[src/rtl/spi_reg_pkg.sv]
// Shared types and constants for the SPI configuration-register controller:
// frame geometry, register addresses and the frame FSM encoding.
package spi_reg_pkg;

   localparam int FRAME_BITS = 16;
   localparam logic [4:0] CNT_FULL = 5'(FRAME_BITS);

   localparam logic [6:0] ADDR_EN_OUT_7_0  = 7'h00;
   localparam logic [6:0] ADDR_EN_OUT_15_8 = 7'h01;
   localparam logic [6:0] ADDR_EN_PWM_7_0  = 7'h02;
   localparam logic [6:0] ADDR_EN_PWM_15_8 = 7'h03;
   localparam logic [6:0] ADDR_PWM_DUTY    = 7'h04;

   typedef enum logic [1:0] {
      IDLE    = 2'd0,
      SHIFT   = 2'd1,
      COMMIT  = 2'd2,
      DISCARD = 2'd3
   } state_t;

endpackage

[src/rtl/spi_sync.sv]
// Multi-flop synchronizer for one asynchronous input, with single-cycle
// rise/fall pulses derived from the synchronized level.
module spi_sync #(
   parameter int STAGES = 2
) (
   input  logic clk,
   input  logic rst_n,
   input  logic d,
   output logic q,
   output logic rise,
   output logic fall
);

   logic [STAGES-1:0] chain;
   logic              q_prev;

   // NOTE: sequential state uses non-blocking assignments so every flop
   // samples the pre-edge value of its neighbour, giving a true shift chain.
   always_ff @(posedge clk or negedge rst_n) begin
      if (!rst_n) begin
         chain  <= '0;
         q_prev <= 1'b0;
      end else begin
         chain  <= {chain[STAGES-2:0], d};
         q_prev <= chain[STAGES-1];
      end
   end

   assign q    = chain[STAGES-1];
   assign rise = q & ~q_prev;
   assign fall = ~q & q_prev;

endmodule

[src/rtl/spi_register_ctrl.sv]
// SPI mode-0 peripheral writing five 8-bit configuration registers from 16-bit
// frames. Define SPI_READBACK_EN to add register readback on cipo.
module spi_register_ctrl
   import spi_reg_pkg::*;
#(
   parameter int         SYNC_STAGES = 2,
   parameter logic [6:0] MAX_ADDR    = 7'h04
) (
   input  logic       clk,
   input  logic       rst_n,
   input  logic       sclk,
   input  logic       copi,
   input  logic       ncs,
   output logic       cipo,
   output logic [7:0] en_reg_out_7_0,
   output logic [7:0] en_reg_out_15_8,
   output logic [7:0] en_reg_pwm_7_0,
   output logic [7:0] en_reg_pwm_15_8,
   output logic [7:0] pwm_duty_cycle
);

   logic sclk_q, sclk_rise, sclk_fall;
   logic ncs_q, ncs_rise, ncs_fall;
   logic copi_q, copi_rise_unused, copi_fall_unused;
   logic sclk_q_unused, ncs_q_unused;

   spi_sync #(.STAGES(SYNC_STAGES)) u_sync_sclk (
      .clk (clk), .rst_n(rst_n), .d(sclk), .q(sclk_q), .rise(sclk_rise), .fall(sclk_fall)
   );
   spi_sync #(.STAGES(SYNC_STAGES)) u_sync_ncs (
      .clk (clk), .rst_n(rst_n), .d(ncs), .q(ncs_q), .rise(ncs_rise), .fall(ncs_fall)
   );
   spi_sync #(.STAGES(SYNC_STAGES)) u_sync_copi (
      .clk (clk), .rst_n(rst_n), .d(copi), .q(copi_q), .rise(copi_rise_unused), .fall(copi_fall_unused)
   );

   assign sclk_q_unused = sclk_q;
   assign ncs_q_unused  = ncs_q;

   state_t      state, state_nxt;
   logic [4:0]  cnt;
   logic [15:0] shift_reg;
   logic [15:0] shift_nxt;
   logic        frame_start;
   logic        bit_take;
   logic        wr_en;

   assign shift_nxt   = {shift_reg[14:0], copi_q};
   assign frame_start = (state_nxt == SHIFT) && (state != SHIFT);
   // An ncs rise outranks a coincident sclk edge: the frame is already over.
   assign bit_take    = (state == SHIFT) && sclk_rise && !ncs_rise && (cnt != CNT_FULL);
   assign wr_en       = (state == COMMIT) && shift_reg[15] && (shift_reg[14:8] <= MAX_ADDR);

   always_ff @(posedge clk or negedge rst_n) begin
      if (!rst_n) state <= IDLE;
      else        state <= state_nxt;
   end

   // NOTE: state_nxt is assigned before the case so no path leaves it
   // unassigned, which would otherwise infer a latch.
   always_comb begin
      state_nxt = state;
      case (state)
         IDLE:    if (ncs_fall) state_nxt = SHIFT;
         SHIFT: begin
            if (ncs_rise)                             state_nxt = (cnt == CNT_FULL) ? COMMIT : IDLE;
            else if (sclk_rise && (cnt == CNT_FULL))  state_nxt = DISCARD;
         end
         COMMIT:  state_nxt = ncs_fall ? SHIFT : IDLE;
         DISCARD: if (ncs_rise) state_nxt = IDLE;
         default: state_nxt = IDLE;
      endcase
   end

   always_ff @(posedge clk or negedge rst_n) begin
      if (!rst_n) begin
         cnt       <= '0;
         shift_reg <= '0;
      end else if (frame_start) begin
         cnt       <= '0;
         shift_reg <= '0;
      end else if (bit_take) begin
         cnt       <= cnt + 5'd1;
         shift_reg <= shift_nxt;
      end
   end

   // NOTE: the register file is small and drives a peripheral directly, so
   // every entry is reset rather than left to power-up contents.
   always_ff @(posedge clk or negedge rst_n) begin
      if (!rst_n) begin
         en_reg_out_7_0  <= '0;
         en_reg_out_15_8 <= '0;
         en_reg_pwm_7_0  <= '0;
         en_reg_pwm_15_8 <= '0;
         pwm_duty_cycle  <= '0;
      end else if (wr_en) begin
         case (shift_reg[14:8])
            ADDR_EN_OUT_7_0:  en_reg_out_7_0  <= shift_reg[7:0];
            ADDR_EN_OUT_15_8: en_reg_out_15_8 <= shift_reg[7:0];
            ADDR_EN_PWM_7_0:  en_reg_pwm_7_0  <= shift_reg[7:0];
            ADDR_EN_PWM_15_8: en_reg_pwm_15_8 <= shift_reg[7:0];
            ADDR_PWM_DUTY:    pwm_duty_cycle  <= shift_reg[7:0];
            default: ;
         endcase
      end
   end

`ifdef SPI_READBACK_EN
   logic [6:0] rd_addr;
   logic [7:0] rd_data;
   logic [7:0] tx_reg;

   assign rd_addr = shift_nxt[6:0];

   always_comb begin
      rd_data = '0;
      if (rd_addr <= MAX_ADDR) begin
         case (rd_addr)
            ADDR_EN_OUT_7_0:  rd_data = en_reg_out_7_0;
            ADDR_EN_OUT_15_8: rd_data = en_reg_out_15_8;
            ADDR_EN_PWM_7_0:  rd_data = en_reg_pwm_7_0;
            ADDR_EN_PWM_15_8: rd_data = en_reg_pwm_15_8;
            ADDR_PWM_DUTY:    rd_data = pwm_duty_cycle;
            default:          rd_data = '0;
         endcase
      end
   end

   // Load on the 8th rise; the MSB must then stay put until the host samples it
   // on rise 9, so shifting starts with the falling edge after that.
   always_ff @(posedge clk or negedge rst_n) begin
      if (!rst_n) begin
         tx_reg <= '0;
      end else if (frame_start) begin
         tx_reg <= '0;
      end else if (bit_take && (cnt == 5'd7) && !shift_nxt[7]) begin
         tx_reg <= rd_data;
      end else if ((state == SHIFT) && sclk_fall && (cnt >= 5'd9)) begin
         tx_reg <= {tx_reg[6:0], 1'b0};
      end
   end

   assign cipo = (state == SHIFT) & tx_reg[7];
`else
   logic sclk_fall_unused;
   assign sclk_fall_unused = sclk_fall;
   assign cipo             = 1'b0;
`endif

endmodule

[config.mk]
export PLATFORM = sky130hd
export DESIGN_NAME = spi_register_ctrl
export DESIGN_NICKNAME = d
export VERILOG_FILES = /design/src/rtl/spi_reg_pkg.sv /design/src/rtl/spi_sync.sv /design/src/rtl/spi_register_ctrl.sv
export SDC_FILE = /design/constraint.sdc
export NUM_CORES = 1
export LEC_CHECK = 0
export CORE_MARGIN = 2
export CORE_UTILIZATION = 56
export CTS_CLUSTER_SIZE = 28
export DETAILED_ROUTE_END_ITERATION = 12
export GPL_TIMING_DRIVEN = 0
export PLACE_DENSITY = 0.95
export SYNTH_ARGS = -nofsm -noshare
export SYNTH_HDL_FRONTEND = slang
export SYNTH_SLANG_ARGS = --single-unit
[constraint.sdc]
create_clock -name clk -period 5 [get_ports clk]
set_clock_uncertainty 0.1 [all_clocks]
set_input_delay 0.75 -clock clk [delete_from_list [all_inputs] [get_ports clk]]
set_output_delay 0.75 -clock clk [all_outputs]
set_load 0.02 [all_outputs]
==> metrics.md, run 1 <==
| Metric | Value |
|---|---|
| Post-DR wirelength/cell | `approximately 15 um` |
| DR vias | `1,810` |
| RSZ-0062 raised after global routing | `no` |
| Drt drc | `0` |
| Total leakage power | `around 1.6 nW` |
| Layout cells sized above 1 | `between 20% and 30%` |
| Adder-cell area share of the yosys netlist | `less than 1%` |
| Post-cts resize count | `0` |
| Post-layout minimum cycle time | `~2.3 ns` |
| Routed WL | `5230 um` |
| Net Count, Synth | `219` |
| Maximum clock rate | `about 430 MHz` |
| Vias in the first global route | `between 1,500 and 2,000` |
| Global-route wire length before repair | `around 8600 um` |
| Number of vias per cell | `between 5 and 6` |
| CP startpoint kind | `register` |
| CP cell instances | `or4b_1 > nor4_4 > and3_1 > buf_4 > mux2_2` |
| Chip width | `74.4 um` |
| Post-synthesis simple-gate area fraction | `roughly an eighth` |
| Fin. Hold Viols | `0` |
| Netlist cell types | `28` |
| Worst-case clock buffer depth | `2` |
| Total grt overflow | `0` |
| Worst-path clk slew | `about 0.080 ns` |
| Top-area cell type share of the netlist area | `63.9%` |
| Largest register FFs | `16` |
| WHS | `between 0.2 and 0.3 ns` |
| Die Span Y | `roughly 74 um` |
| Sequential fraction of the synthesis area | `63.9%` |
| 1st-pass router iterations | `4` |
| Complex-gate fraction of the synthesized area | `roughly 3.9%` |
| Fin nets | `274` |
| Synth area leaders | `dfrtp_1 (64%), mux2_2 (16%), nand2_1 (5.7%)` |
| ANT cells | `0` |
| Final setup viols | `0` |
| Largest family of logic cells by synthesized area | `multiplexers` |
| Yosys reg bits | `~70` |
| Max_slew headroom | `approximately 43%` |
| Max Cap Viol | `0` |
| Root Driver | `clkbuf_8` |
| Dpl cells | `between 300 and 400` |
| Crit-path max FO | `8` |
| CTS Hold Buffers Added | `0` |
| CTS HTree Levels | `3` |
| Final cell count without fillers | `339` |
| Sink Count | `~70` |
| R2R Setup Slk | `2.65 ns` |
| Core area | `about 4800 um^2` |
| Hpwl dp | `roughly 3500 um` |
| Yosys warns | `0` |
| Hold depth | `0` |
| Async set-reset flop share out of synthesis | `100%` |
| Mux cell area share after synthesis | `16.9%` |
| Final ANT Viol Nets | `0` |
| # rows | `25` |
| Top-level port count | `46` |
| Avg Inst Size Synth | `13.1 um^2` |
| Initial Utilization | `slightly below 60%` |
| Final Cycle Share | `a little under half` |
| Most used DFF post-synth | `dfrtp_1` |
| Final core occ | `73.1%` |
| Post CTS Setup Buffer Count | `0` |
| Synth Area in XOR/XNOR | `less than 1%` |
| Initial antenna violation count | `0` |
| Largest net degree at the start of global routing | `72` |
| Die footprint | `5540 um^2` |
| Status | `completed` |
| CTS buffer count | `9` |
| CP Class | `register to register` |
| IR Drop Worst-Case VDD | `around 200 uV` |
| Total track usage | `a little over a fifth` |
| Syn Std Cell Area | `around 2800 um^2` |
| GPL Wtd Cong | `between 0.7 and 0.8` |
| Hold crit path type | `register to register` |
| Cell taking the most area after synthesis | `dfrtp_1` |
| Crit-path slowest cell | `or4b_1` |
| Gate Count Post-Synth | `approximately 210` |
| PortBufs | `44` |
| CTS tree | `built` |
| Endpoint class of the critical path | `register` |
| Drt initial violations | `~110` |
| Setup total negative slack | `0 ns` |
| Power density cells | `303 nW/um^2` |
| Slowest stage delay, CP | `~0.59 ns` |
| Worst EP arrival | `2.48 ns` |
| Worst Tran Pin Value | `around 0.86 ns` |
| Cells on worst reg2reg path | `5` |
| Filler cells | `a little over 300` |
| Pins Over Slew Limit | `0` |
| Number of synthesized flops with an enable pin | `0` |
| CP required | `5.13 ns` |
| Worst skew pair latency | `0.34 ns` |
| Area growth, synth to finish | `25.1%` |
cells in the final DEF (no fill, tap or decap), types with 3 or more instances in the layout:
cell type and instances:
o21ai_0 19, clkdlybuf4s50_1 43, mux2_2 40, nand2_1 42, nand2b_1 4, dfrtp_1 71
buf_4 3, clkbuf_8 10, clkbuf_1 6
Yosys cell counts (2+ instances only):
master    number
o21ai_0       19
nor2_1         2
mux2_2        40
nand3b_1       2
nor2b_1        2
nand3b_2       2
nand2b_1       4
ha_1           2
nand2_1       42
inv_1          2
buf_4          2
mux2i_1        2
dfrtp_1       71
nor4_1         2
clkbuf_1       5
cell type report:
| type | instances | area (um^2) | share of cell area (%) |
|---|---|---|---|
| Inverter | 2 | 7.51 | 0.216 |
| Sequential cell | 71 | 1780 | 51.1 |
| Clock inverter | 5 | 33.8 | 0.972 |
| Timing Repair Buffer | 44 | 438 | 12.6 |
| Clock buffer | 11 | 141 | 4.07 |
| Multi-Input combinational cell | 132 | 961 | 27.6 |
| Buffer | 7 | 33.8 | 0.972 |
| Tap cell | 67 | 83.8 | 2.41 |
worst paths after layout:
kind | endpoint | startpoint
min | u_sync_ncs.chain[1]$_DFF_PN0_ | u_sync_ncs.chain[0]$_DFF_PN0_
min reg2reg | u_sync_ncs.chain[1]$_DFF_PN0_ | u_sync_ncs.chain[0]$_DFF_PN0_
max | en_reg_pwm_15_8[3]$_DFFE_PN0P_ | shift_reg[12]$_DFFE_PN0P_
max reg2reg | en_reg_pwm_15_8[3]$_DFFE_PN0P_ | shift_reg[12]$_DFFE_PN0P_
min in group asynchronous | u_sync_sclk.chain[0]$_DFF_PN0_ | rst_n
max in group asynchronous | en_reg_pwm_7_0[1]$_DFFE_PN0P_ | rst_n
critical path: cells and delay by family, from the launching register on:
family	cells	cell delay, ns
buffers and inverters	1	0.19
flip-flops	1	0.40
multiplexers	1	0.35
AND/OR/NAND/NOR	3	1.19
stage by stage:
stage / power (mW) / setup WS (ns) / instance area (um^2)
after floorplan: 0.637 / 2.85 / 2780
after global placement: 0.659 / 0.828 / 3300
after detailed placement: 0.663 / 2.68 / 3300
after CTS: 1.06 / 2.66 / 3480
after global routing: 1.09 / 2.55 / 3480
final: 1.05 / 2.65 / 3480
logic make-up after synthesis:
logic type,Yosys count
DFF,71
and+or+nand+nor,65
muxes,42
AOI/OAI and AO/OA,21
buffers and inverters,9
adders and majority gates,2
other,1
xor gates and xnor gates,1
per-layer routing:
metal / share of wire [%] / track usage (%)
met4: 1.8 / 10.1
met5: 0 / 0
met1: 43 / 28.8
met3: 4.5 / 5.69
met2: 51 / 33.2
where the power goes:
group	leakage [nW]	internal (mW)	switching (mW)
combinational	0.550	0.0149	0.0302
sequential	0.968	0.588	0.0172
clock	0.0853	0.193	0.209
total	1.60	0.796	0.257
Note: power is estimated with default switching activity, not from simulation.
==> inputs of run 2 (changes only) <==
- CORE_UTILIZATION: 56 -> 47
- PLACE_DENSITY: 0.95 -> 0.87
- clock period: 5 -> 2 ns (I/O delays scaled with it)
==> metrics.md, run 2 (synthesized netlist as in run 1, its figures left out) <==
| Metric | Value |
|---|---|
| Status | `finished with violations` |
| Failing checks | `setup timing` |
| Worst Setup EP | `en_reg_pwm_7_0[7]$_DFFE_PN0P_` |
| Endpoint class of the critical path | `register` |
| Final setup viols | `25 (+25)` |
| CP required | `2.12 ns (-3.01 ns)` |
| Worst skew pair latency | `0.34 ns (about the same)` |
| Sink Count | `71 (unchanged)` |
| Global-route wire length before repair | `9450 um (+10%)` |
| Hold crit path type | `register to register` |
| Worst r2r src | `shift_reg[14]$_DFFE_PN0P_` |
| Drt initial violations | `135 (+18%)` |
| Hpwl dp | `3740 um (+5.7%)` |
| CP Class | `register to register` |
| Post-DR wirelength/cell | `17.1 um (+11%)` |
| Layout cells sized above 1 | `28.2% (+4.6 points)` |
| Initial Utilization | `47.8% (-11 points)` |
| CP cell instances | `or4b_4 > nor4_4 > buf_4 > buf_6 > nand3b_4 > mux2_4` |
| Root Driver | `clkbuf_8` |
| RSZ-0062 raised after global routing | `yes` |
| Top-level port count | `46 (unchanged)` |
| CP Depth | `6 (+1)` |
| Die Span Y | `80.9 um (+8.7%)` |
| Dpl cells | `331 (+2.5%)` |
| Final cell count without fillers | `359 (+5.9%)` |
| Largest net degree at the start of global routing | `72 (unchanged)` |
| Number of vias per cell | `5.18 (-3.0%)` |
| Total grt overflow | `0 (unchanged)` |
| Commonest non-fill, non-tap cell in the layout | `dfrtp_1` |
| Worst EP arrival | `2.22 ns (-0.26 ns)` |
| Total leakage power | `1.82 nW (+14%)` |
| Bufs and invs on worst path | `2 (+1)` |
| Worst-case clock buffer depth | `2 (unchanged)` |
| Max_slew headroom | `42.7% (-0.064 points)` |
| CP startpoint kind | `register` |
| 1st-pass router iterations | `4 (unchanged)` |
| GPL Wtd Cong | `0.822 (+12%)` |
| Placement Setup Slack | `-0.231 ns (-2.92 ns)` |
| Fin. Hold Viols | `0 (unchanged)` |
| Area of the multi-input gates | `1040 um^2 (+8.6%)` |
| Die footprint | `6540 um^2 (+18%)` |
| Worst path top cell family by delay | `simple AND/OR/NAND/NOR gates` |
| Initial antenna violation count | `0 (unchanged)` |
| Final Cycle Share | `105% (+58 points)` |
| Clk pwr share | `48.1% (+9.9 points)` |
| Crit-path slowest cell | `or4b_4` |
| Cells on worst reg2reg path | `6 (+1)` |
| R2R Setup Slk | `-0.10 ns (-2.75 ns)` |
| Max Cap Viol | `0 (unchanged)` |
| PortBufs | `44 (unchanged)` |
| Vias in the first global route | `1,885 (+7.2%)` |
| Crit-path max FO | `8 (unchanged)` |
| Maximum clock rate | `476 MHz (+12%)` |
| CTS HTree Levels | `3 (unchanged)` |
| DR vias | `1,860 (+2.8%)` |
| CTS buffer count | `9 (unchanged)` |
| Combinational Power Share | `3.9% (-0.4 points)` |
| R2R Path End | `en_reg_pwm_7_0[7]$_DFFE_PN0P_` |
| Worst Tran Pin Value | `0.859 ns (+0.000962 ns)` |
| Pins Over Slew Limit | `0 (unchanged)` |
| Largest register FFs | `16 (unchanged)` |
| Total track usage | `19.7% (-1.9 points)` |
| Worst-path clk slew | `0.08 ns (about the same)` |
| Most frequent cells in the layout | `dfrtp_1 (71), clkdlybuf4s50_1 (43), nand2_1 (42)` |
| Pint | `2.50 mW (+210%)` |
| Post-layout minimum cycle time | `2.10 ns (-0.247 ns)` |
| ANT cells | `0 (unchanged)` |
| Core area | `5820 um^2 (+22%)` |
| Switching pwr | `0.653 mW (+150%)` |
| Fin nets | `286 (+4.4%)` |
| Final ANT Viol Nets | `0 (unchanged)` |
| Routed WL | `6150 um (+18%)` |
| FF+latch area | `1780 um^2 (unchanged)` |
| Sw Ratio | `20.7% (-3.7 points)` |
| Slowest stage delay, CP | `0.56 ns (-0.03 ns)` |
| CTS tree | `built` |
| PnR worst setup slack | `-0.102 ns (-2.75 ns)` |
| IR Drop Worst-Case VDD | `541 uV (+180%)` |
| Drt drc | `0 (unchanged)` |
| Flop pwr share | `48.0% (-9.5 points)` |
| Design Power | `3.16 mW (+200%)` |
| # rows | `28 (+12%)` |
| Filler cells | `399 (+30%)` |
| Final core occ | `64.7% (-8.4 points)` |
| Crit path launch | `shift_reg[14]$_DFFE_PN0P_` |
| Area growth, synth to finish | `35.4%` |
| Power density cells | `839 nW/um^2 (+180%)` |
| Chip width | `80.9 um (+8.7%)` |
[run 2: cell types whose count changed in the layout (fill, tap and decap cells not counted), sizes merged]
cell	change
dlygate4sd3	+1
bufinv	+4
clkinvlp	-2
clkinv	-2
buf	+11
[run 2: worst min path at each step]
stage	start	to	cells past startpoint
floorplan	rst_n	cnt[0]$_DFFE_PN0P_	0
CTS	u_sync_sclk.chain[0]$_DFF_PN0_	u_sync_sclk.chain[1]$_DFF_PN0_	0
global placement	u_sync_ncs.chain[0]$_DFF_PN0_	u_sync_ncs.chain[1]$_DFF_PN0_	0
global route	u_sync_ncs.chain[0]$_DFF_PN0_	u_sync_ncs.chain[1]$_DFF_PN0_	0
finish	u_sync_sclk.chain[0]$_DFF_PN0_	u_sync_sclk.chain[1]$_DFF_PN0_	0
detailed placement	u_sync_sclk.chain[0]$_DFF_PN0_	u_sync_sclk.chain[1]$_DFF_PN0_	0
[run 2: worst reg2reg max path, cell delays in order, from the launching register on]
cell      delay (ns)
dfrtp_1         0.39
or4b_4          0.56
nor4_4          0.14
buf_4           0.17
buf_6           0.09
nand3b_4        0.18
mux2_4          0.35
[run 2: through the flow]
step | hold WS (ns) | TNS (ns) | cell area [um^2]
finish | 0.250 | -1.70 | 3760
global route | 0.259 | -3.28 | 3760
CTS | 0.252 | -2.78 | 3700
detailed placement | 0.236 | -6.76 | 3350
global placement | 0.234 | -128.84 | 3350
floorplan | -0.0956 | -0.339 | 2820
[run 2: repair_timing]
action	CTS	global route
setup endpoints to repair	58	50
endpoints found under the hold margin	4	0
resized for setup	6	5
buffers inserted	7	5
pin swaps	2	2
gates cloned	0	0
hold buffers	1	0
[run 2: layer usage]
metal / GRT usage [%] / part of all wire (%)
met1: 23.8 / 41
met2: 33.2 / 53
met3: 4.67 / 4.0
met4: 9.15 / 2.1
met5: 0 / 0
[run 2: area by class of cell]
type                       count  area share [%]
sequential                    71            47.2
clock buffer                  11            3.76
inverter                       2           0.199
timing repair buffer          57            14.4
multi-input combinational    132            27.7
buffer                         6           0.798
tap                           75            2.49
clock inverter                 5            3.42
[run 2: power groups by stage]
stage	clock, mW	combinational (mW)	sequential (mW)
floorplan	0	0.0638	1.53
global placement	0	0.112	1.54
detailed placement	0	0.116	1.54
CTS	1.52	0.120	1.52
global route	1.61	0.145	1.52
finish	1.52	0.123	1.52
==> inputs of run 3 (changes only) <==
- HOLD_SLACK_MARGIN: default -> 0.1
==> results of run 3 <==
No change in the layout: final DEF, timing and power equal those of run 2.
